### config.mk
export PLATFORM = sky130hd
export DESIGN_NAME = sram_like_bridge
export DESIGN_NICKNAME = d
export VERILOG_FILES = /design/src/rtl/sram_like_bridge_pkg.sv /design/src/rtl/sram_like_bridge.sv
export SDC_FILE = /design/constraint.sdc
export NUM_CORES = 1
export LEC_CHECK = 0
export CAP_MARGIN = 10
export CORE_UTILIZATION = 30
export CTS_CLUSTER_SIZE = 25
export DETAILED_ROUTE_END_ITERATION = 16
export DONT_BUFFER_PORTS = 1
export PLACE_DENSITY = 0.51
export SLEW_MARGIN = 10
export SYNTH_ARGS = -nofsm -noshare
export SYNTH_HDL_FRONTEND = slang
export SYNTH_SLANG_ARGS = --single-unit
### constraint.sdc
create_clock -name clk_i -period 3.1 [get_ports clk_i]
set_clock_uncertainty 0.05 [all_clocks]
set_input_delay 0.465 -clock clk_i [delete_from_list [all_inputs] [get_ports clk_i]]
set_output_delay 0.465 -clock clk_i [all_outputs]
set_load 0.05 [all_outputs]
### src/rtl/sram_like_bridge_pkg.sv
// Shared types for the SRAM-like bridge: FSM states, transfer-size codes,
// and the mapping from byte-write-enable patterns to bus_size.
package sram_like_pkg;

    localparam int SIZE_W = 3;

    localparam logic [SIZE_W-1:0] SIZE_B   = 3'd0;
    localparam logic [SIZE_W-1:0] SIZE_H   = 3'd1;
    localparam logic [SIZE_W-1:0] SIZE_W32 = 3'd2;
    localparam logic [SIZE_W-1:0] SIZE_D   = 3'd3;

    typedef enum logic [1:0] {
        IDLE = 2'd0,
        REQ  = 2'd1,
        RESP = 2'd2,
        DONE = 2'd3
    } state_e;

    // Contiguous 1/2/4/8-lane masks map to their log2 size; zero (a read)
    // or any malformed mask falls back to the full bus width.
    function automatic logic [SIZE_W-1:0] wen_to_size(input logic [7:0] wen,
                                                       input logic [SIZE_W-1:0] full_size);
        logic [3:0] cnt;
        logic [3:0] lo;
        logic [7:0] norm;
        logic [SIZE_W-1:0] size;
        cnt = 4'd0;
        lo  = 4'd0;
        for (int i = 7; i >= 0; i--) begin
            if (wen[i]) begin
                cnt = cnt + 4'd1;
                lo  = i[3:0];
            end
        end
        norm = wen >> lo;
        size = full_size;
        case (cnt)
            4'd1: if (norm == 8'h01) size = SIZE_B;
            4'd2: if (norm == 8'h03) size = SIZE_H;
            4'd4: if (norm == 8'h0F) size = SIZE_W32;
            4'd8: if (norm == 8'hFF) size = SIZE_D;
            default: size = full_size;
        endcase
        return size;
    endfunction

endpackage

### src/rtl/sram_like_bridge.sv
// Single-cycle CPU SRAM port to SRAM-like req/addr_ok/data_ok bus; stalls the
// CPU until data_ok and holds read data while another stall source freezes the pipe.
module sram_like_bridge
    import sram_like_pkg::*;
#(
    parameter int ADDR_W = 32,
    parameter int DATA_W = 32
) (
    input  logic                clk_i,
    input  logic                rst_i,
    input  logic                cpu_en_i,
    input  logic [DATA_W/8-1:0] cpu_wen_i,
    input  logic [ADDR_W-1:0]   cpu_addr_i,
    input  logic [DATA_W-1:0]   cpu_wdata_i,
    output logic [DATA_W-1:0]   cpu_rdata_o,
    output logic                cpu_stall_o,
    input  logic                cpu_hold_i,
    output logic                bus_req_o,
    output logic                bus_wr_o,
    output logic [SIZE_W-1:0]   bus_size_o,
    output logic [ADDR_W-1:0]   bus_addr_o,
    output logic [DATA_W-1:0]   bus_wdata_o,
    input  logic                bus_addr_ok_i,
    input  logic                bus_data_ok_i,
    input  logic [DATA_W-1:0]   bus_rdata_i
);

    localparam int BYTES = DATA_W / 8;
    localparam logic [SIZE_W-1:0] FULL_SIZE = (BYTES == 8) ? SIZE_D : SIZE_W32;

    state_e            state_q, state_d;
    logic [DATA_W-1:0] rdata_q, rdata_d;
    logic [7:0]        wen8;
    logic              resp_done;

    assign resp_done = (state_q == RESP) && bus_data_ok_i;

    always_ff @(posedge clk_i or posedge rst_i) begin
        if (rst_i) begin
            state_q <= IDLE;
            rdata_q <= '0;
        end else begin
            state_q <= state_d;
            rdata_q <= rdata_d;
        end
    end

    always_comb begin
        state_d = state_q;
        case (state_q)
            IDLE: if (cpu_en_i) state_d = bus_addr_ok_i ? RESP : REQ;
            REQ:  if (bus_addr_ok_i) state_d = RESP;
            RESP: if (bus_data_ok_i) state_d = cpu_hold_i ? DONE : IDLE;
            DONE: if (!cpu_hold_i) state_d = IDLE;
            default: state_d = IDLE;
        endcase
    end

    always_comb begin
        wen8             = '0;
        wen8[BYTES-1:0]  = cpu_wen_i;
        rdata_d          = resp_done ? bus_rdata_i : rdata_q;
        // Gate with rst so a held cpu_en cannot leak a request during reset.
        bus_req_o        = !rst_i && (((state_q == IDLE) && cpu_en_i) || (state_q == REQ));
        cpu_stall_o      = !rst_i && cpu_en_i && (state_q != DONE) && !resp_done;
        cpu_rdata_o      = resp_done ? bus_rdata_i : rdata_q;
        bus_wr_o         = |cpu_wen_i;
        bus_size_o       = wen_to_size(wen8, FULL_SIZE);
        bus_addr_o       = cpu_addr_i;
        bus_wdata_o      = cpu_wdata_i;
    end

endmodule

==> summary.md, run 1 <==
| Metric | Value |
|---|---|
| Run status | `complete, no violations` |
| Std cell rows | `30` |
| Register area share after synthesis | `0.407` |
| Syn nets | `between 200 and 300` |
| Commonest cells in the netlist | `buf_4, dfrtp_1, mux2_2` |
| Post-Synthesis Cell Area | `roughly 0.0021 sq mm` |
| Largest area contributor in the netlist | `dfrtp_1` |
| Clock period minus worst slack | `~2700 ps` |
| Final ANT Viol Nets | `0` |
| P&R area growth vs syn | `-14.1%` |
| Reg area | `between 800 and 900 sq um` |
| Fin Setup TNS | `0 ps` |
| Total number of vias | `1,024` |
| CTS resizes | `0` |
| Most used DFF post-synth | `dfrtp_1` |
| Fmax | `0.372 GHz` |
| WHS | `around 140 ps` |
| Worst-Margin Slew | `917 ps` |
| Area of the multi-input gates | `about 700 sq um` |
| DRC viols | `0` |
| Sw power | `1400 uW` |
| Post-synth EDFFs | `0` |
| Ys Warns | `0` |
| Peak VDD IR | `between 0.0006 and 0.0007 V` |
| Vias in the first global route | `around 1,100` |
| Crit-path max FO | `6` |
| Via/cell ratio | `a little under 5` |
| Share of layout cells above drive strength 1 | `0.383` |
| Clk_lat worst skew | `between 200 and 300 ps` |
| # nets final | `~240` |
| Part of the cycle the worst path needs | `0.866` |
| Yosys top cell area share | `0.407` |
| Worst Path Required | `approximately 2600 ps` |
| Inst Count DP | `200` |
| DIE AREA | `~0.0073 sq mm` |
| Critical path startpoint category | `primary input` |
| Clock power frac | `0.133` |
| Max-slew violation count | `0` |
| CTS tree | `yes` |
| Synth area leaders | `dfrtp_1, buf_4, mux2_2, ha_1, buf_2` |
| Synthesized flop and latch total | `34` |
| Ant diodes | `0` |
| Root Buffer | `clkbuf_8` |
| Slew HR | `0.386` |
| Total GRT Usage | `0.0964` |
| Worst r2r src | `state_q[1]` |
| CP startpoint | `cpu_wen_i[2]` |
| Clk slew on worst S/H paths | `about 70 ps` |
| Global-route wire length before repair | `5390 um` |
| Final wirelength | `between 3000 and 4000 um` |
| # H-tree levels | `2` |
| RSZ-0062 raised after global routing | `false` |
| Post-CTS setup buffer count | `0` |
| Horiz. Die Dim | `around 85 um` |
| Sw Ratio | `0.554` |
| Mean post-synth cell area | `roughly 11 sq um` |
| Comb pwr share | `0.573` |
| Power Dens Cells | `roughly 1400 mW/mm^2` |
| Core footprint | `0.00676 sq mm` |
| Crit Path Category | `primary input to output port` |
| Number of library cell types mapped by synthesis | `32` |
| Register share of total power | `0.295` |
| Crit path capture type | `output port` |
| Die Y | `~85 um` |
| Pint | `about 1100 uW` |
| Post-DP Area | `0.00170 sq mm` |
| Overflow after GRT | `0` |
| Flop2flop setup slack | `roughly 1300 ps` |
| Initial DRC count | `17` |
| Post-Syn Instances | `between 150 and 200` |
| Max Cap Viol | `0` |
| # clock sinks | `34` |
| Hold-fix buffers, CTS | `0` |
| Most frequent cell after synthesis | `buf_4` |
| Largest net degree at the start of global routing | `35` |
| Gpl congestion | `0.861` |
| Initial Util | `0.309` |
| WL/cell | `between 15 and 20 um` |
| Asr flop ratio synth | `1.00` |
| CP arrival | `around 2200 ps` |
| # fillers | `688` |
| Final non-filler cell total | `208` |
| Setup violators final | `0` |
| Post-route cell area | `between 0.0015 and 0.002 sq mm` |
| Clock Tree Buf Depth | `2` |
| TritonRoute pass-1 iters | `4` |
| Leakage | `0.000751 uW` |
| Hold crit path type | `primary input to asynchronous set/reset pin` |
| I/O pins | `about 210` |
| Initial antenna violation count | `0` |
| PortBufs | `0` |
| DP HPWL | `around 2600 um` |
| Count of final hold-check violations | `0` |
| CTS Buf Count | `5` |
-- cell type report --
type | count | share of cell area
Tap cell | 80 | 0.0558
Sequential cell | 34 | 0.474
Clock buffer | 6 | 0.0460
Clock inverter | 2 | 0.00697
Timing Repair Buffer | 3 | 0.0126
Inverter | 5 | 0.0105
Multi-Input combinational cell | 78 | 0.394
-- power by group through the flow --
stage	Combinational [uW]	Clock [uW]	Sequential [uW]
after floorplan	1620	0	713
after global placement	1450	0	742
after detailed placement	1470	0	746
after CTS	1470	359	747
after global routing	1510	379	775
final	1450	336	746
-- layout by cell type, fill, tap and decap left out, types with 2 or more instances in the layout --
cell       n
o21a_1     2
nand2_1    2
nor2_1     6
clkbuf_8   6
inv_1      5
o21ai_0    5
and3_1     2
buf_4      3
dfrtp_1   34
ha_1       5
mux2_2    33
nand3_1    3
-- metal layers --
layer  track usage  vias up  wire length, um
met1         0.105      479             1230
li1              -      439                -
met2         0.157       94             1680
met4        0.0455        0               58
met3        0.0477       12              445
met5             0        -                0
-- final timing paths --
path | to | depth (start not counted)
min in group clk_i | state_q[1] | 2
worst min-delay path | state_q[0] | 2
worst max register to register | rdata_q[2] | 3
worst max-delay path | bus_size_o[1] | 8
worst min register to register | state_q[0] | 2
max in group asynchronous | rdata_q[27] | 2
-- per-stage QoR --
stage | setup WS (ps) | util | power [uW]
after detailed placement | 405 | 0.251 | 2220
after floorplan | 361 | - | 2340
after CTS | 399 | 0.266 | 2570
after global placement | 529 | 0.251 | 2190
after global routing | 282 | 0.266 | 2670
final | 415 | 0.266 | 2530
-- worst max-delay path, cell delays in order --
cell and delay [ps]:
inv_1 60, ha_1 360, xor2_1 260, ha_1 290
o21a_1 190, nor4_1 260, o21ai_1 100, buf_4 190
-- cells by family after synthesis --
| kind of cell | share of synthesized area |
|---|---|
| other | 0.00179 |
| adder cells (fa/ha/maj) | 0.0299 |
| AND/OR/NAND/NOR | 0.0587 |
| multiplexers | 0.183 |
| XOR/XNOR | 0.00838 |
| flip-flops | 0.407 |
| buffers and inverters | 0.257 |
| AO/OA/AOI/OAI | 0.0545 |
-- sequential cells by signal, summed over array words and instances, names as in the netlist --
register and flops:
rdata_q 32, state_q 2
(Power assumes the default switching activity.)
==> inputs of run 2 (changes only) <==
CORE_MARGIN = 10   (was default)
==> summary.md, run 2 (synthesis gave the netlist of run 1 again) <==
| Metric | Value |
|---|---|
| DRC viols | `0 (unchanged)` |
| Crit Path Category | `primary input to output port` |
| CP top delay family | `adder cells` |
| Largest net degree at the start of global routing | `35 (unchanged)` |
| Part of the cycle the worst path needs | `0.863 (-0.00309)` |
| Total GRT Usage | `0.0790 (-0.0174)` |
| Initial DRC count | `20 (+3)` |
| Slowest stage delay, CP | `360 ps (about the same)` |
| R2R depth | `3 (unchanged)` |
| CTS Buf Count | `5 (unchanged)` |
| Max-slew violation count | `0 (unchanged)` |
| Most flops, register | `rdata_q` |
| Flop2flop setup slack | `1480 ps (+210 ps)` |
| Peak VDD IR | `0.000811 V (+25%)` |
| Fin util | `0.271 (+0.00571)` |
| Sw power | `1440 uW (+3.1%)` |
| Sw Ratio | `0.547 (-0.00700)` |
| Clock Tree Buf Depth | `2 (unchanged)` |
| # nets final | `240 (+0.84%)` |
| Clk slew on worst S/H paths | `80 ps (about the same)` |
| Fmax | `0.374 GHz (+0.36%)` |
| TritonRoute pass-1 iters | `4 (unchanged)` |
| # H-tree levels | `2 (unchanged)` |
| Comb pwr share | `0.562 (-0.011)` |
| Power Dens Cells | `1430 mW/mm^2 (+1.6%)` |
| CP arrival | `2160 ps (about the same)` |
| DIE AREA | `0.0107 sq mm (+47%)` |
| Final wirelength | `4310 um (+26%)` |
| Post-CTS setup buffer count | `0 (unchanged)` |
| Slowest cell on crit path | `ha_1` |
| Die Y | `103 um (+21%)` |
| Root Buffer | `clkbuf_8` |
| Max Cap Viol | `0 (unchanged)` |
| Overflow after GRT | `0 (unchanged)` |
| Run status | `complete, no violations` |
| RSZ-0062 raised after global routing | `false` |
| Regs by FF count | `rdata_q: 32 flops, state_q: 2 flops` |
| Leakage | `0.000763 uW (+1.6%)` |
| Critical path startpoint category | `primary input` |
| CP bufs+invs | `2 (unchanged)` |
| Most common cell after layout, fill and taps aside | `dfrtp_1` |
| Std cell rows | `30 (unchanged)` |
| Vias in the first global route | `1,173 (+4.7%)` |
| # clock sinks | `34 (unchanged)` |
| Largest register FFs | `32 (unchanged)` |
| Pint | `1200 uW (+6.0%)` |
| Reg-to-Reg End | `rdata_q[4]` |
| Core footprint | `0.00679 sq mm (+0.56%)` |
| Worst r2r src | `state_q[1]` |
| Initial Util | `0.308 (-0.00171)` |
| WL/cell | `19.1 um (+16%)` |
| Clock power frac | `0.157 (+0.024)` |
| Count of final hold-check violations | `0 (unchanged)` |
| Total number of vias | `1,036 (+1.2%)` |
| Gpl congestion | `0.685 (-20%)` |
| DP HPWL | `3400 um (+33%)` |
| Global-route wire length before repair | `6440 um (+20%)` |
| Crit path capture type | `output port` |
| Clk_lat worst skew | `280 ps (about the same)` |
| Commonest cells after routing, fill and taps aside | `dfrtp_1, mux2_2, nor2_1` |
| Initial antenna violation count | `0 (unchanged)` |
| Final ANT Viol Nets | `0 (unchanged)` |
| Clock period minus worst slack | `2680 ps (-9.58 ps)` |
| Hold crit path type | `primary input to asynchronous set/reset pin` |
| CTS resizes | `0 (unchanged)` |
| Share of layout cells above drive strength 1 | `0.385 (+0.00180)` |
| Hold-fix buffers, CTS | `0 (unchanged)` |
| Crit-path max FO | `6 (unchanged)` |
| Setup violators final | `0 (unchanged)` |
| CP cell instances | `inv_1 > ha_1 > xor2_1 > ha_1 > o21a_1 > nor4_1 > o21ai_1 > buf_4` |
| PortBufs | `0 (unchanged)` |
| Horiz. Die Dim | `103 um (+21%)` |
| Register share of total power | `0.281 (-0.014)` |
| Via/cell ratio | `4.58 (-6.9%)` |
| Fin Setup TNS | `0 ps (unchanged)` |
| I/O pins | `208 (unchanged)` |
| Ant diodes | `0 (unchanged)` |
| P&R area growth vs syn | `-11.8%` |
| CTS tree | `yes` |
| Critical Path Most Common Cell | `ha_1` |
| Worst Path Required | `2580 ps (about the same)` |
==> run 2: cell types whose count changed in the layout (fill, tap and decap cells not counted), sizes merged <==
cell and change:
buf +2, bufinv +1, clkbuf -1, clkinv -1, clkinvlp +1
==> run 2: how the worst max path moves through the flow <==
stage,slack (ps),startpoint,to,cells past startpoint
floorplan,360,cpu_wen_i[2],bus_size_o[1],7
global placement,530,cpu_wen_i[2],bus_size_o[0],6
detailed placement,440,cpu_wen_i[3],bus_size_o[0],8
CTS,440,cpu_wen_i[3],bus_size_o[0],8
global route,240,cpu_wen_i[2],bus_size_o[1],8
finish,420,cpu_wen_i[3],bus_size_o[1],8
==> run 2: routing by layer <==
layer / part of all wire / track usage
met3: 0.18 / 0.0625
met5: 0 / 0
met2: 0.47 / 0.118
met4: 0.015 / 0.0385
met1: 0.34 / 0.0783
==> run 2: layout make-up <==
cell class                 instances  area, sq um
tap                               96          120
inverter                           5         18.8
sequential                        34          851
fill                             701         4950
timing repair buffer               5         37.5
clock inverter                     3         45.0
clock buffer                       5         68.8
multi-input combinational         78          702
==> run 2: stage by stage <==
| stage | instances | total power [uW] | worst slack (ps) | hold WS (ps) | area (sq um) |
|---|---|---|---|---|---|
| finish | 226 | 2640 | 425 | 128 | 1840 |
| floorplan | 188 | 2340 | 361 | 497 | 2090 |
| global route | 226 | 2780 | 243 | 163 | 1840 |
| CTS | 226 | 2700 | 440 | 137 | 1840 |
| global placement | 218 | 2230 | 534 | 441 | 1730 |
| detailed placement | 218 | 2270 | 439 | 457 | 1730 |
==> run 2: power by group through the flow <==
stage / clock network (uW) / logic, uW / registers [uW]
floorplan: 0 / 1620 / 713
global placement: 0 / 1490 / 740
detailed placement: 0 / 1510 / 753
CTS: 440 / 1510 / 746
global route: 460 / 1550 / 769
finish: 416 / 1490 / 742
